**src/rtl/noc_tok_ocpl_init_bridge.sv**
```systemverilog
// Initiator-side token bridge: buffers AIC token writes, issues them as
// OCP-lite write commands, and runs the power-token idle handshake.
module noc_tok_ocpl_init_bridge #(
  parameter int unsigned FIFO_DEPTH = 4,
  parameter int unsigned ADDR_W     = 8,
  parameter int unsigned DATA_W     = 8
) (
  input  logic              i_clk,
  input  logic              i_rst_n,
  input  logic              i_tok_vld,
  input  logic [ADDR_W-1:0] i_tok_addr,
  input  logic [DATA_W-1:0] i_tok_data,
  output logic              o_tok_rdy,
  output logic [ADDR_W-1:0] o_ocpl_m_maddr,
  output logic [2:0]        o_ocpl_m_mcmd,
  output logic [DATA_W-1:0] o_ocpl_m_mdata,
  input  logic              i_ocpl_m_scmdaccept,
  input  logic              i_pwr_down_req,
  output logic              o_pwr_down_ack,
  output logic              o_pwr_tok_idle_req,
  input  logic              i_pwr_tok_idle_ack,
  input  logic              i_pwr_tok_idle_val,
  output logic              o_busy
);

  localparam int unsigned PW = (FIFO_DEPTH > 1) ? $clog2(FIFO_DEPTH) : 1;
  localparam int unsigned EW = ADDR_W + DATA_W;

  typedef enum logic [2:0] {
    ST_RUN,
    ST_DRAIN,
    ST_REQ,
    ST_DOWN,
    ST_WAKE
  } state_t;

  state_t        state;
  logic [EW-1:0] mem [FIFO_DEPTH];
  logic [PW-1:0] wr_ptr;
  logic [PW-1:0] rd_ptr;
  logic [PW:0]   cnt;
  logic [PW:0]   cnt_nxt;
  logic          mcmd_wr;
  logic          wr_nxt;
  logic          fifo_empty;
  logic          fifo_full;
  logic          stage_free;
  logic          push;
  logic          pop;
  logic          bypass;
  logic          fifo_wr;

  assign fifo_empty = (cnt == '0);
  assign fifo_full  = (cnt == (PW+1)'(FIFO_DEPTH));
  assign o_tok_rdy  = (state == ST_RUN) & ~fifo_full & ~i_pwr_down_req;
  assign push       = i_tok_vld & o_tok_rdy;
  // The output stage can take a new token when empty or when its command is accepted.
  assign stage_free = ~mcmd_wr | i_ocpl_m_scmdaccept;
  assign pop        = stage_free & ~fifo_empty;
  // An empty FIFO lets the incoming token skip straight into the output stage.
  assign bypass     = stage_free & fifo_empty & push;
  assign fifo_wr    = push & ~bypass;

  assign o_ocpl_m_mcmd = {2'b00, mcmd_wr};

  // Next FIFO occupancy and output-stage occupancy, used for state and o_busy.
  always_comb begin
    cnt_nxt = cnt;
    case ({fifo_wr, pop})
      2'b10:   cnt_nxt = cnt + 1'b1;
      2'b01:   cnt_nxt = cnt - 1'b1;
      default: cnt_nxt = cnt;
    endcase
    wr_nxt = stage_free ? (~fifo_empty | push) : mcmd_wr;
  end

  // Token storage array, written at the tail pointer.
  always_ff @(posedge i_clk) begin
    if (fifo_wr) mem[wr_ptr] <= {i_tok_addr, i_tok_data};
  end

  // FIFO pointers, occupancy and the registered OCP-lite output stage.
  always_ff @(posedge i_clk or negedge i_rst_n) begin
    if (!i_rst_n) begin
      wr_ptr         <= '0;
      rd_ptr         <= '0;
      cnt            <= '0;
      mcmd_wr        <= 1'b0;
      o_ocpl_m_maddr <= '0;
      o_ocpl_m_mdata <= '0;
      o_busy         <= 1'b0;
    end else begin
      if (fifo_wr) wr_ptr <= wr_ptr + 1'b1;
      if (pop)     rd_ptr <= rd_ptr + 1'b1;
      cnt     <= cnt_nxt;
      mcmd_wr <= wr_nxt;
      if (pop) begin
        {o_ocpl_m_maddr, o_ocpl_m_mdata} <= mem[rd_ptr];
      end else if (bypass) begin
        o_ocpl_m_maddr <= i_tok_addr;
        o_ocpl_m_mdata <= i_tok_data;
      end
      o_busy <= (cnt_nxt != '0) | wr_nxt;
    end
  end

  // Power-token handshake FSM with registered IdleReq and power-down ack.
  always_ff @(posedge i_clk or negedge i_rst_n) begin
    if (!i_rst_n) begin
      state              <= ST_RUN;
      o_pwr_tok_idle_req <= 1'b0;
      o_pwr_down_ack     <= 1'b0;
    end else begin
      case (state)
        ST_RUN: begin
          if (i_pwr_down_req) state <= ST_DRAIN;
        end
        ST_DRAIN: begin
          if (!i_pwr_down_req) begin
            state <= ST_RUN;
          end else if (fifo_empty && !mcmd_wr) begin
            state              <= ST_REQ;
            o_pwr_tok_idle_req <= 1'b1;
          end
        end
        // IdleReq is held until acknowledged even if the request is dropped.
        ST_REQ: begin
          if (i_pwr_tok_idle_ack && i_pwr_tok_idle_val) begin
            state          <= ST_DOWN;
            o_pwr_down_ack <= 1'b1;
          end
        end
        ST_DOWN: begin
          if (!i_pwr_down_req) begin
            state              <= ST_WAKE;
            o_pwr_tok_idle_req <= 1'b0;
            o_pwr_down_ack     <= 1'b0;
          end
        end
        ST_WAKE: begin
          if (!i_pwr_tok_idle_ack) state <= ST_RUN;
        end
        default: begin
          state              <= ST_RUN;
          o_pwr_tok_idle_req <= 1'b0;
          o_pwr_down_ack     <= 1'b0;
        end
      endcase
    end
  end

endmodule
```
**config.mk**
```make
export PLATFORM = sky130hd
export DESIGN_NAME = noc_tok_ocpl_init_bridge
export DESIGN_NICKNAME = d
export VERILOG_FILES = /design/src/rtl/noc_tok_ocpl_init_bridge.sv
export SDC_FILE = /design/constraint.sdc
export NUM_CORES = 1
export LEC_CHECK = 0
export ABC_AREA = 1
export CAP_MARGIN = 15
export CORE_UTILIZATION = 45
export DETAILED_ROUTE_END_ITERATION = 8
export GPL_ROUTABILITY_DRIVEN = 0
export PLACE_DENSITY = 0.66
export SLEW_MARGIN = 20
export SYNTH_ARGS = -nofsm -noshare
export SYNTH_HDL_FRONTEND = slang
export SYNTH_SLANG_ARGS = --single-unit
```
**constraint.sdc**
```tcl
create_clock -name i_clk -period 2.7 [get_ports i_clk]
set_input_delay 0.54 -clock i_clk [delete_from_list [all_inputs] [get_ports i_clk]]
set_output_delay 0.54 -clock i_clk [all_outputs]
set_load 0.01 [all_outputs]
```
Word-level counts from Yosys, hierarchy flattened
Memory sizes are Yosys's and may differ from the RTL's.
Index checks and enable logic that the tools add are counted.
- bits in registers: 30
- memory bits (writable): 64
- input port bits: 23
- output and inout port bits: 23
- logic and storage cells: 79
- memories: 1
- add/sub/neg operators: 4
- eq/ne operators: 14
- multiplexer cells: 21
- bitwise operators: 17
- reduce and logical (&&, ||, !) cells: 12
- memories (memory ; depth ; width ; rd ports ; clocked after Yosys merged registers in ; wr ports ; RTL line ; text):
    mem ; 4 ; 16 ; 1 ; 0 ; 1 ; 38 ; logic [EW-1:0] mem [FIFO_DEPTH];
- operators with widths (kind ; number):
    2-to-1 mux 8 bit ; 4
    2-to-1 mux 3 bit ; 6
    case mux 3 bit (5 select lines) ; 1
    inequality test 2 bit (second input constant) ; 6
    AND 1 bit ; 7
    2-to-1 mux 1 bit ; 7
    NOT 1 bit ; 7
    equality test 3 x 2 -> 1 bit (second input constant) ; 2
    equality test 3 bit (second input constant) ; 2
    logical NOT 3 bit ; 2
    case mux 1 bit (3 select lines) ; 2
    case mux 3 bit (2 select lines) ; 1
    OR reduction 3 bit ; 2
    AND reduction 5 bit ; 1
    adder 2 x 1 -> 2 bit (second input constant) ; 2
    AND reduction 4 bit ; 1
    adder 3 x 1 -> 3 bit (second input constant) ; 1
    equality test 3 x 1 -> 1 bit (second input constant) ; 1
    inequality test 3 bit (second input constant) ; 1
    bitwise OR 1 bit ; 3
    AND reduction 3 bit ; 1
    nonzero test 3 bit ; 1
    subtractor 3 x 1 -> 3 bit (second input constant) ; 1
    equality test 2 x 1 -> 1 bit (second input constant) ; 1
    4 further kinds ; 5

Longest topological paths before layout
Gate-level depths: netlist of run 1.
- word-level depth: 12
- mapped depth: 14
- gate-level depth less buffers: 14

Least setup slack after synthesis of run 1
OpenSTA, ideal clock, no wires.
- path kind: input port to flip-flop
- from: input i_pwr_down_req
- to: register o_busy
- library setup time: 0.065 ns
- arrival: 2.185 ns
- data required time: 2.635 ns
- slack: 0.451 ns
- cell stages on the path: 11
- buffers on the path: 0
- cells stage by stage: nor2_1 > nand2_2 > a21oi_4 > nand3_2 > ha_1 > inv_1 > fa_1 > o21ai_0 > or2_0 > nor2_1 > nand2_1
- longest elaborated chain between the ends: 10
- elaborated cells on any way between the ends: 13
- classes of those cells: eq/ne (2); mux (2); bitwise (8); reduce/logical (1)
- ends and longest elaborated chain (element ; RTL line ; text):
    from (decl) ; 18 ; input logic i_pwr_down_req,
    NOT 1 bit * ; 55 ; assign o_tok_rdy = (state == ST_RUN) & ~fifo_full & ~i_pwr_down_req;
    AND 1 bit * ; 55 ;
    named net o_tok_rdy ; 13 ; output logic o_tok_rdy,
    AND 1 bit * ; 56 ; assign push = i_tok_vld & o_tok_rdy;
    AND 1 bit ; 61 ; assign bypass = stage_free & fifo_empty & push;
    NOT 1 bit ; 62 ; assign fifo_wr = push & ~bypass;
    AND 1 bit * ; 62 ;
    equality test 2 x 1 -> 1 bit / equality test 2 bit (equally long branches) ; 69 ; case ({fifo_wr, pop})
    case mux 3 bit (2 select lines) * ; 69 ;
    named net cnt_nxt[1] ; 42 ; logic [PW:0] cnt_nxt;
    nonzero test 3 bit * ; 103 ; o_busy <= (cnt_nxt != '0) | wr_nxt;
    bitwise OR 1 bit * ; 103 ;
    to (signal assigned) ; 103 ;
    to (decl) ; 23 ; output logic o_busy
Mark *: on every way through the listed nets, which the timed path passes. The rest lies on a longest branch.
A chain may end at the register's enable or synchronous reset.

Final worst setup path of run 1
- from: input i_pwr_down_req
- to: output o_tok_rdy
- longest elaborated chain between the ends: 2
- ends and longest elaborated chain (element ; RTL line):
    NOT 1 bit ; 55
    AND 1 bit ; 55
    to (decl) ; 13
No other way between the ends.

==> flow_summary.ini, run 1 <==
[outcome]
status = complete, no violations

[cts]
cts_buffers = 9
insertion_delay_ns = 0.36
clock-sinks = 94
clockRootBuffer = clkbuf_8
cts_tree = built
post-cts-setup-buffer-count = 0
ctsHoldBuffers = 0
clk_path_buf_depth = 2
cts_resized = 0
cts-htree-levels = 3
clk_pin_slew_ns = 0.09

[worst_hold_path]
min_path_cells = 2
hold_class = reg -> reg
hp-start = o_ocpl_m_maddr[0]

[final_layout]
final_common_cell = nand2_1
fillers = 822
insertedDiodeCount = 0
fin_area_mm2 = 0.00501
drive_gt1_share_pct = 12.7
area_delta_synth_final_pct = 18.0
layout.nets = 490
layout_common_cells = 152 x nand2_1, 64 x edfxtp_1, 62 x nand3_1

[timing]
clock_skew_ns = 0.00917
worst_pin_slew_ns = 0.584
fin_crit_sh_pct = 95.6
rsz0062_at_grt = false
maxSlewHeadroom_pct = 61.0
finalSetupTns_ns = 0
maxSlewViolCount = 0
min_period_ns = 2.58
finalWorstSetupSlack_ns = 0.118
hold_ws_ns = 0.512
hold_viol = 0
finalSetupViolCount = 0
max_freq_mhz = 387

[floorplan]
die_y_um = 99.1
initial_core_util_pct = 46.2
ios = 46
dieArea_mm2 = 0.00983
die_x_um = 99.1
rows = 35
core_area_mm2 = 0.00920

[flow_run]
max-cap-violations = 0

[drt]
avgViaCountPerCell = 5.13
vias = 2961
totalWireLength_mm = 8.87
routedWlPerCell_um = 15.4
antenna_left = 0
firstDrtPassIters = 4
drt_iter0_markers = 163
drc = 0

[synthesis]
synthCells = 411
synthArstFlopShare_pct = 31.9
post_synth_instance_area_mm2 = 0.00425
synth_edf_count = 64
synth_cell_types = 32
ys_ff_latch = 94
synth_warnings = 0
ys.flop_type = edfxtp_1
seq_area_frac_synth_pct = 63.0
syn_area_per_cell_um2 = 10.3

[critical_path]
reg2reg_setup_slack_ns = 0.40
startpoint = i_pwr_down_req
worstPathMaxFanout = 4
critPathRequiredTime_ns = 2.16
r2r-start = cnt[0]
worst_r2r_path_depth = 10
endpoint_kind = output pin
start_kind = input port
cp.arrival_ns = 2.04
crit_type = in -> out

[grt]
grt_pass1_wl_mm = 14.7
grt_pass1_vias = 3027
grt.overflow.total = 0
grt_max_degree = 34
antenna_found_initial = 0
track_usage_pct = 19.7

[placement]
place_area_mm2 = 0.00482
portBuffers = 43
post-place-ws_ns = 0.00307
dp_hpwl_mm = 5.75

[pwr]
p_per_area_mw_per_mm2 = 1000
ir_drop_v = 0.000506
p_leak_uw = 0.00212
-- layout make-up --
class                      instances  area [um2]  area share, %
sequential                        94        2670           53.3
multi-input combinational        273        1350           26.9
tap                              111         139           2.77
timing repair buffer              58         568           11.3
inverter                          25        95.1           1.90
clock inverter                     6        40.0          0.799
clock buffer                      10         149           2.97
-- where the power goes --
| part | total, uW | internal, uW | switching [uW] |
|---|---|---|---|
| Combinational | 2100 | 829 | 1270 |
| Clock | 906 | 395 | 511 |
| Sequential | 2030 | 1820 | 209 |
| Total | 5030 | 3040 | 1990 |
-- per-stage QoR --
step | total power, uW | utilization [%] | std cells
2_1_floorplan | 3470 | - | 412
6_report | 5030 | 54.5 | 577
3_3_place_gp | 4100 | 52.4 | 561
5_1_grt | 5410 | 54.5 | 577
4_1_cts | 5070 | 54.4 | 577
3_5_place_dp | 4170 | 52.4 | 561
-- synthesized netlist by cell type (all sizes together) (2+ instances only) --
master / count / area share, %
a21oi: 4 / 1.0
buf: 19 / 3.2
dfrtp: 30 / 18
edfxtp: 64 / 45
ha: 5 / 1.5
inv: 24 / 2.1
nand2: 157 / 14
nand3: 71 / 9.4
nand4: 6 / 1.2
nor2: 17 / 1.9
nor3: 2 / 0.24
o21ai: 3 / 0.35
xor2: 2 / 0.41
-- critical path, stage by stage --
cell             delay [ns]
clkdlybuf4s50_1        0.45
nor2_2                 0.14
nand2_2                0.10
a21oi_4                0.14
buf_4                  0.14
clkdlybuf4s50_1        0.53
-- sequential cells by signal, summed over array words and instances (netlist names) --
register and cells:
mem 64, o_ocpl_m_maddr 8, o_ocpl_m_mdata 8, cnt 3, state 3, rd_ptr 2, wr_ptr 2, mcmd_wr 1
o_busy 1, o_pwr_down_ack 1, o_pwr_tok_idle_req 1
-- routing by layer --
metal  routed length [um]  global-route usage [%]  up-vias
met5                    0                       0        -
met4                  145                    7.24        0
met3                  266                    2.67       14
met2                 4460                    33.9       64
met1                 4000                    25.6     1427
li1                     -                       -     1456
-- logic make-up after synthesis --
kind of cell,synth area share (%)
AO/OA/AOI/OAI,1.53
buffers and inverters,5.48
other,0.0883
AND/OR/NAND/NOR,27.4
XOR/XNOR,0.619
flip-flops,63.0
adder cells (fa/ha/maj),1.95
-- worst paths after layout --
check	endpoint
worst max register to register	o_busy
worst min-delay path	o_ocpl_m_maddr[0]
max in group asynchronous	o_ocpl_m_maddr[7]
min in group asynchronous	o_ocpl_m_maddr[3]
worst max-delay path	o_tok_rdy
worst min register to register	o_ocpl_m_maddr[0]
Note: power is estimated with default switching activity, not from simulation.
==> inputs of run 2 (changes only) <==
--- a/config.mk
+++ b/config.mk
@@ -5,12 +5,11 @@
 export SDC_FILE = /design/constraint.sdc
 export NUM_CORES = 1
 export LEC_CHECK = 0
-export ABC_AREA = 1
 export CAP_MARGIN = 15
 export CORE_UTILIZATION = 45
 export DETAILED_ROUTE_END_ITERATION = 8
 export GPL_ROUTABILITY_DRIVEN = 0
-export PLACE_DENSITY = 0.66
+export PLACE_DENSITY = 0.67
 export SLEW_MARGIN = 20
 export SYNTH_ARGS = -nofsm -noshare
 export SYNTH_HDL_FRONTEND = slang
==> run 2 against run 1 <==
Against the previous run:
- clock-buffer cell count is 1 higher
- cell count down 32%
- clock skew increased by 0.0060 ns
- flip-flop and latch count stayed put
- combinational power down 34%
- sequential share of layout area grew 3.8 points
- routed wire length fell by 22%
- area after synthesis shrank 9.4%
- critical path depth increased by 4
- non-clock buffer count grew 3
==> flow_summary.ini, run 2 <==
[synthesis]
synth_xor_area_share_pct = 1.37
synthCells = 224
synth_compound_area_share_pct = 5.95
post_synth_instance_area_mm2 = 0.00385
synth_cell_types = 40
synth_top_family_by_area = multiplexers
yosysMostFrequentCell = edfxtp_1
synthTopCellsByCount = 64 x edfxtp_1, 30 x dfrtp_1, 16 x and3_1, 16 x mux4_2, 15 x a221o_1
synthTopCellsByArea = edfxtp_1 50%, dfrtp_1 20%, mux4_2 9.4%
ys.flop_type = edfxtp_1
synth_top_area_share_pct = 50.0
synthSimpleGateAreaFrac_pct = 7.84
seq_area_frac_synth_pct = 69.5
synth_warnings = 0
synthArstFlopShare_pct = 31.9
yosys.area_share.adder_pct = 2.15
syn_area_per_cell_um2 = 17.2
synth_edf_count = 64
ys_ff_latch = 94
synthMuxAreaShare_pct = 9.92
synth_top_area_cell = edfxtp_1

[critical_path]
cp.arrival_ns = 2.83
setup.worst_path.end = o_busy
timing.rr.end = o_busy
reg2reg_setup_slack_ns = 0.20
startpoint = i_pwr_down_req
critPathTopFamily = simple AND/OR/NAND/NOR gates
path_common_cell = inv_1
crit_type = in -> reg
endpoint_kind = flip-flop
start_kind = input port
r2r-start = state[2]
critPathRequiredTime_ns = 2.99
cp.buffers_inverters = 3
crit_cells = 10
cpPeakStageDelay_ns = 0.43
crit_slowest_cell = or4_4
worst_r2r_path_depth = 9
worstPathMaxFanout = 2
worstPathCellList = clkdlybuf4s50_1 -> or4_4 -> or2_2 -> nor2_4 -> inv_1 -> ha_1 -> inv_1 -> fa_1 -> mux2i_1 -> or3_1

[cts]
insertion_delay_ns = 0.35
clock-sinks = 94
clockRootBuffer = clkbuf_8
cts_tree = built
clk_path_buf_depth = 2
cts_buffers = 9
cts-htree-levels = 3
clk_pin_slew_ns = 0.09

[pwr]
finalPower_uw = 4220
ir_drop_v = 0.000351
p_per_area_mw_per_mm2 = 903
p_leak_uw = 0.00176

[grt]
grt_pass1_vias = 2131
track_usage_pct = 17.2
grt_pass1_wl_mm = 10.9
grt.overflow.total = 0
grt_max_degree = 31
antenna_found_initial = 0

[flow_run]
max-cap-violations = 0

[final_layout]
final_common_cell = edfxtp_1
largest_reg_flops = 64
regArea_mm2 = 0.00267
drive_gt1_share_pct = 18.9
stdcell_count = 391
fillers = 679
multi_input_area_mm2 = 0.00105
layout_common_cells = 64 x edfxtp_1, 42 x clkdlybuf4s50_1, 30 x dfrtp_1
layout.nets = 310
fin_area_mm2 = 0.00468
top_register = mem
largest_registers = mem x64, o_ocpl_m_maddr x8, o_ocpl_m_mdata x8
area_delta_synth_final_pct = 21.6
insertedDiodeCount = 0

[drt]
drt_iter0_markers = 74
totalWireLength_mm = 6.92
antenna_left = 0
drc = 0
vias = 2044
routedWlPerCell_um = 17.7
firstDrtPassIters = 4
avgViaCountPerCell = 5.23

[timing]
finalSetupTns_ns = 0
finalWorstSetupSlack_ns = 0.155
worst_pin_slew_ns = 0.791
finalSetupViolCount = 0
max_freq_mhz = 393
clock_skew_ns = 0.0152
maxSlewHeadroom_pct = 47.2
maxSlewViolCount = 0
rsz0062_at_grt = false
hold_viol = 0
min_period_ns = 2.55
fin_crit_sh_pct = 94.3

[worst_hold_path]
min_path_cells = 2
hp-start = o_pwr_tok_idle_req
hold_class = reg -> reg

[floorplan]
die_x_um = 94.5
dieArea_mm2 = 0.00892
core_area_mm2 = 0.00826
initial_core_util_pct = 46.6
rows = 33
die_y_um = 94.5
ios = 46

[outcome]
status = complete, no violations

[placement]
place_area_mm2 = 0.00451
post-place-cells = 375
dp_hpwl_mm = 4.52
post-place-ws_ns = -0.194
portBuffers = 43
## run 2: power breakdown
| part | internal (uW) | leakage (uW) | switching (uW) | total (uW) |
|---|---|---|---|---|
| sequential | 1810 | 0.000939 | 231 | 2040 |
| combinational | 817 | 0.000738 | 559 | 1380 |
| clock | 336 | 0.0000813 | 467 | 803 |
## run 2: worst min path at each step
stage | end | slack, ns
2_1_floorplan | cnt[0] | 0.24
3_3_place_gp | o_pwr_tok_idle_req | 0.45
3_5_place_dp | o_pwr_tok_idle_req | 0.46
4_1_cts | o_pwr_tok_idle_req | 0.48
5_1_grt | o_pwr_tok_idle_req | 0.53
6_report | o_pwr_tok_idle_req | 0.47
## run 2: cell type report
cell class / instances / share of cell area [%]
timing repair buffer: 61 / 13.4
sequential: 94 / 57.1
clock buffer: 11 / 2.81
clock inverter: 5 / 0.722
inverter: 7 / 0.562
tap: 105 / 2.81
multi-input combinational: 108 / 22.6
## run 2: worst register-to-register path: cells and delay by family (launching register included)
kind	cells	cell delay [ns]
buffers and inverters	2	0.11
adder cells (fa/ha/maj)	2	0.60
multiplexers	1	0.16
flip-flops	1	0.48
AND/OR/NAND/NOR	4	1.10
## run 2: timing repair
action	in CTS	in global routing
gates resized for setup	1	0
hold buffers	0	0
setup buffers	0	0
setup endpoints to repair	1	0
## run 2: metal layers
layer,routed length [um],vias to the layer above,track usage (%)
met2,3590,38,29.0
li1,-,981,-
met5,0,-,0
met1,3040,1013,21.5
met4,114,0,8.21
met3,180,12,3.14
## run 2: logic make-up (layout without fill, tap and decap cells)
logic type	after synthesis	after routing
flip-flops	94	94
AND/OR/NAND/NOR	50	50
AO/OA/AOI/OAI	26	26
buffers and inverters	23	84
multiplexers	18	18
adder cells (fa/ha/maj)	6	6
XOR/XNOR	6	6
other	1	2
## run 2: stage by stage
stage	utilization [%]	hold WS, ns
CTS	56.6	0.484
detailed placement	54.7	0.463
global route	56.6	0.531
floorplan	-	0.244
global placement	54.7	0.451
finish	56.6	0.472
==> inputs of run 3 (changes only) <==
--- a/config.mk
+++ b/config.mk
@@ -6,10 +6,12 @@
 export NUM_CORES = 1
 export LEC_CHECK = 0
 export CAP_MARGIN = 15
+export CELL_PAD_IN_SITES_DETAIL_PLACEMENT = 0
+export CELL_PAD_IN_SITES_GLOBAL_PLACEMENT = 1
 export CORE_UTILIZATION = 45
 export DETAILED_ROUTE_END_ITERATION = 8
 export GPL_ROUTABILITY_DRIVEN = 0
-export PLACE_DENSITY = 0.67
+export PLACE_DENSITY_LB_ADDON = 0.1
 export SLEW_MARGIN = 20
 export SYNTH_ARGS = -nofsm -noshare
 export SYNTH_HDL_FRONTEND = slang
==> run 3 against run 2 <==
Against the previous run:
- maximum frequency rose by 0.41%
- flip-flop and latch count unchanged
- utilization increased by 0.23 points
- routed wire length grew 1.3%
- power rose by 3.3%
- first-iteration DRC count up 28%
- via count increased by 0.78%
- critical path type unchanged
==> flow_summary.ini, run 3 (synthesis results as in run 2) <==
[outcome]
status = complete, no violations

[timing]
min_period_ns = 2.53
hold_ws_ns = 0.497
maxSlewViolCount = 0
max_freq_mhz = 395
rsz0062_at_grt = false
fin_crit_sh_pct = 93.9
hold_viol = 0
finalSetupViolCount = 0
clock_skew_ns = 0.0153
finalSetupTns_ns = 0
finalWorstSetupSlack_ns = 0.165

[floorplan]
initial_core_util_pct = 46.6
dieArea_mm2 = 0.00892
die_y_um = 94.5
rows = 33
core_area_mm2 = 0.00826
die_x_um = 94.5
ios = 46

[critical_path]
critPathRequiredTime_ns = 2.99
start_kind = input port
crit_type = in -> reg
worstPathMaxFanout = 2
endpoint_kind = flip-flop
worst_r2r_path_depth = 9
reg2reg_setup_slack_ns = 0.19
cp.arrival_ns = 2.83

[placement]
portBuffers = 43
post-place-ws_ns = -0.206
post-place-cells = 374
dp_hpwl_mm = 4.29

[final_layout]
top_register = mem
multi_input_area_mm2 = 0.00105
final_common_cell = edfxtp_1
largest_reg_flops = 64
regArea_mm2 = 0.00267
drive_gt1_share_pct = 19.6
layout.nets = 309
largest_registers = mem x64, o_ocpl_m_maddr x8, o_ocpl_m_mdata x8
insertedDiodeCount = 0
final_util_pct = 56.9
area_delta_synth_final_pct = 22.0
stdcell_count = 390
layout_common_cells = 64 x edfxtp_1, 42 x clkdlybuf4s50_1, 30 x dfrtp_1
fillers = 671

[grt]
grt_pass1_vias = 2125
grt.overflow.total = 0
track_usage_pct = 17.6
antenna_found_initial = 0
grt_pass1_wl_mm = 11.3
grt_max_degree = 31

[worst_hold_path]
hold_class = reg -> reg
min_path_cells = 2

[drt]
antenna_left = 0
avgViaCountPerCell = 5.28
firstDrtPassIters = 5
routedWlPerCell_um = 18.0
totalWireLength_mm = 7.02
drc = 0
vias = 2060
drt_iter0_markers = 95

[pwr]
p_per_area_mw_per_mm2 = 929
p_leak_uw = 0.00177
sw_frac_of_total_pct = 29.8
seq_power_share_pct = 45.6
ir_drop_v = 0.000411
p_switching_uw = 1300
p_int_uw = 3060
clkPwrFrac_pct = 21.6
pwr-share-comb_pct = 32.8

[cts]
cts_buffers = 9
clockRootBuffer = clkbuf_8
clk_path_buf_depth = 2
clock-sinks = 94
clk_pin_slew_ns = 0.10
cts_tree = built
insertion_delay_ns = 0.36
cts-htree-levels = 3
ctsHoldBuffers = 0

[flow_run]
max-cap-violations = 0
[run 3: final cells by class]
type	instances	share of cell area, %
tap	105	2.80
multi-input combinational	108	22.5
timing repair buffer	60	12.9
clock inverter	7	1.71
inverter	7	0.560
clock buffer	9	2.64
sequential	94	56.9
[run 3: power groups by stage]
stage               Clock [uW]  Combinational (uW)  Sequential, uW
global route              1020                1570            2030
CTS                        973                1460            1990
global placement             0                1450            2020
floorplan                    0                 857            2020
detailed placement           0                1470            2020
finish                     943                1430            1990
[run 3: critical path: stages]
cell and delay, ns:
clkdlybuf4s50_1 0.42, or4_4 0.42, or2_2 0.33, nor2_4 0.12, inv_1 0.05, ha_1 0.20
inv_1 0.07, fa_1 0.40, mux2i_1 0.15, or3_1 0.12
[run 3: final timing paths]
check                                    from                 end
min reg2reg                o_pwr_tok_idle_req  o_pwr_tok_idle_req
min                        o_pwr_tok_idle_req  o_pwr_tok_idle_req
max reg2reg                          state[2]              o_busy
max in group asynchronous             i_rst_n   o_ocpl_m_mdata[6]
max                            i_pwr_down_req              o_busy
min in group asynchronous             i_rst_n   o_ocpl_m_mdata[7]
[run 3: metal layers]
layer / GRT usage [%] / wire length (um) / up-vias
met5: 0 / 0 / -
met4: 4.17 / 66 / 0
met3: 4.83 / 311 / 7
met2: 28.1 / 3440 / 50
met1: 24.0 / 3200 / 1032
li1: - / - / 971
[run 3: per-stage QoR]
| step | instance area [um2] | total power (uW) |
|---|---|---|
| after CTS | 4700 | 4420 |
| after global routing | 4700 | 4620 |
| after detailed placement | 4490 | 3480 |
| final | 4700 | 4360 |
| after floorplan | 3850 | 2880 |
| after global placement | 4490 | 3460 |
[run 3: repair_timing]
item	4_1_cts	5_1_grt
setup endpoints to repair	1	0
setup buffers	0	0
gates resized for setup	1	0
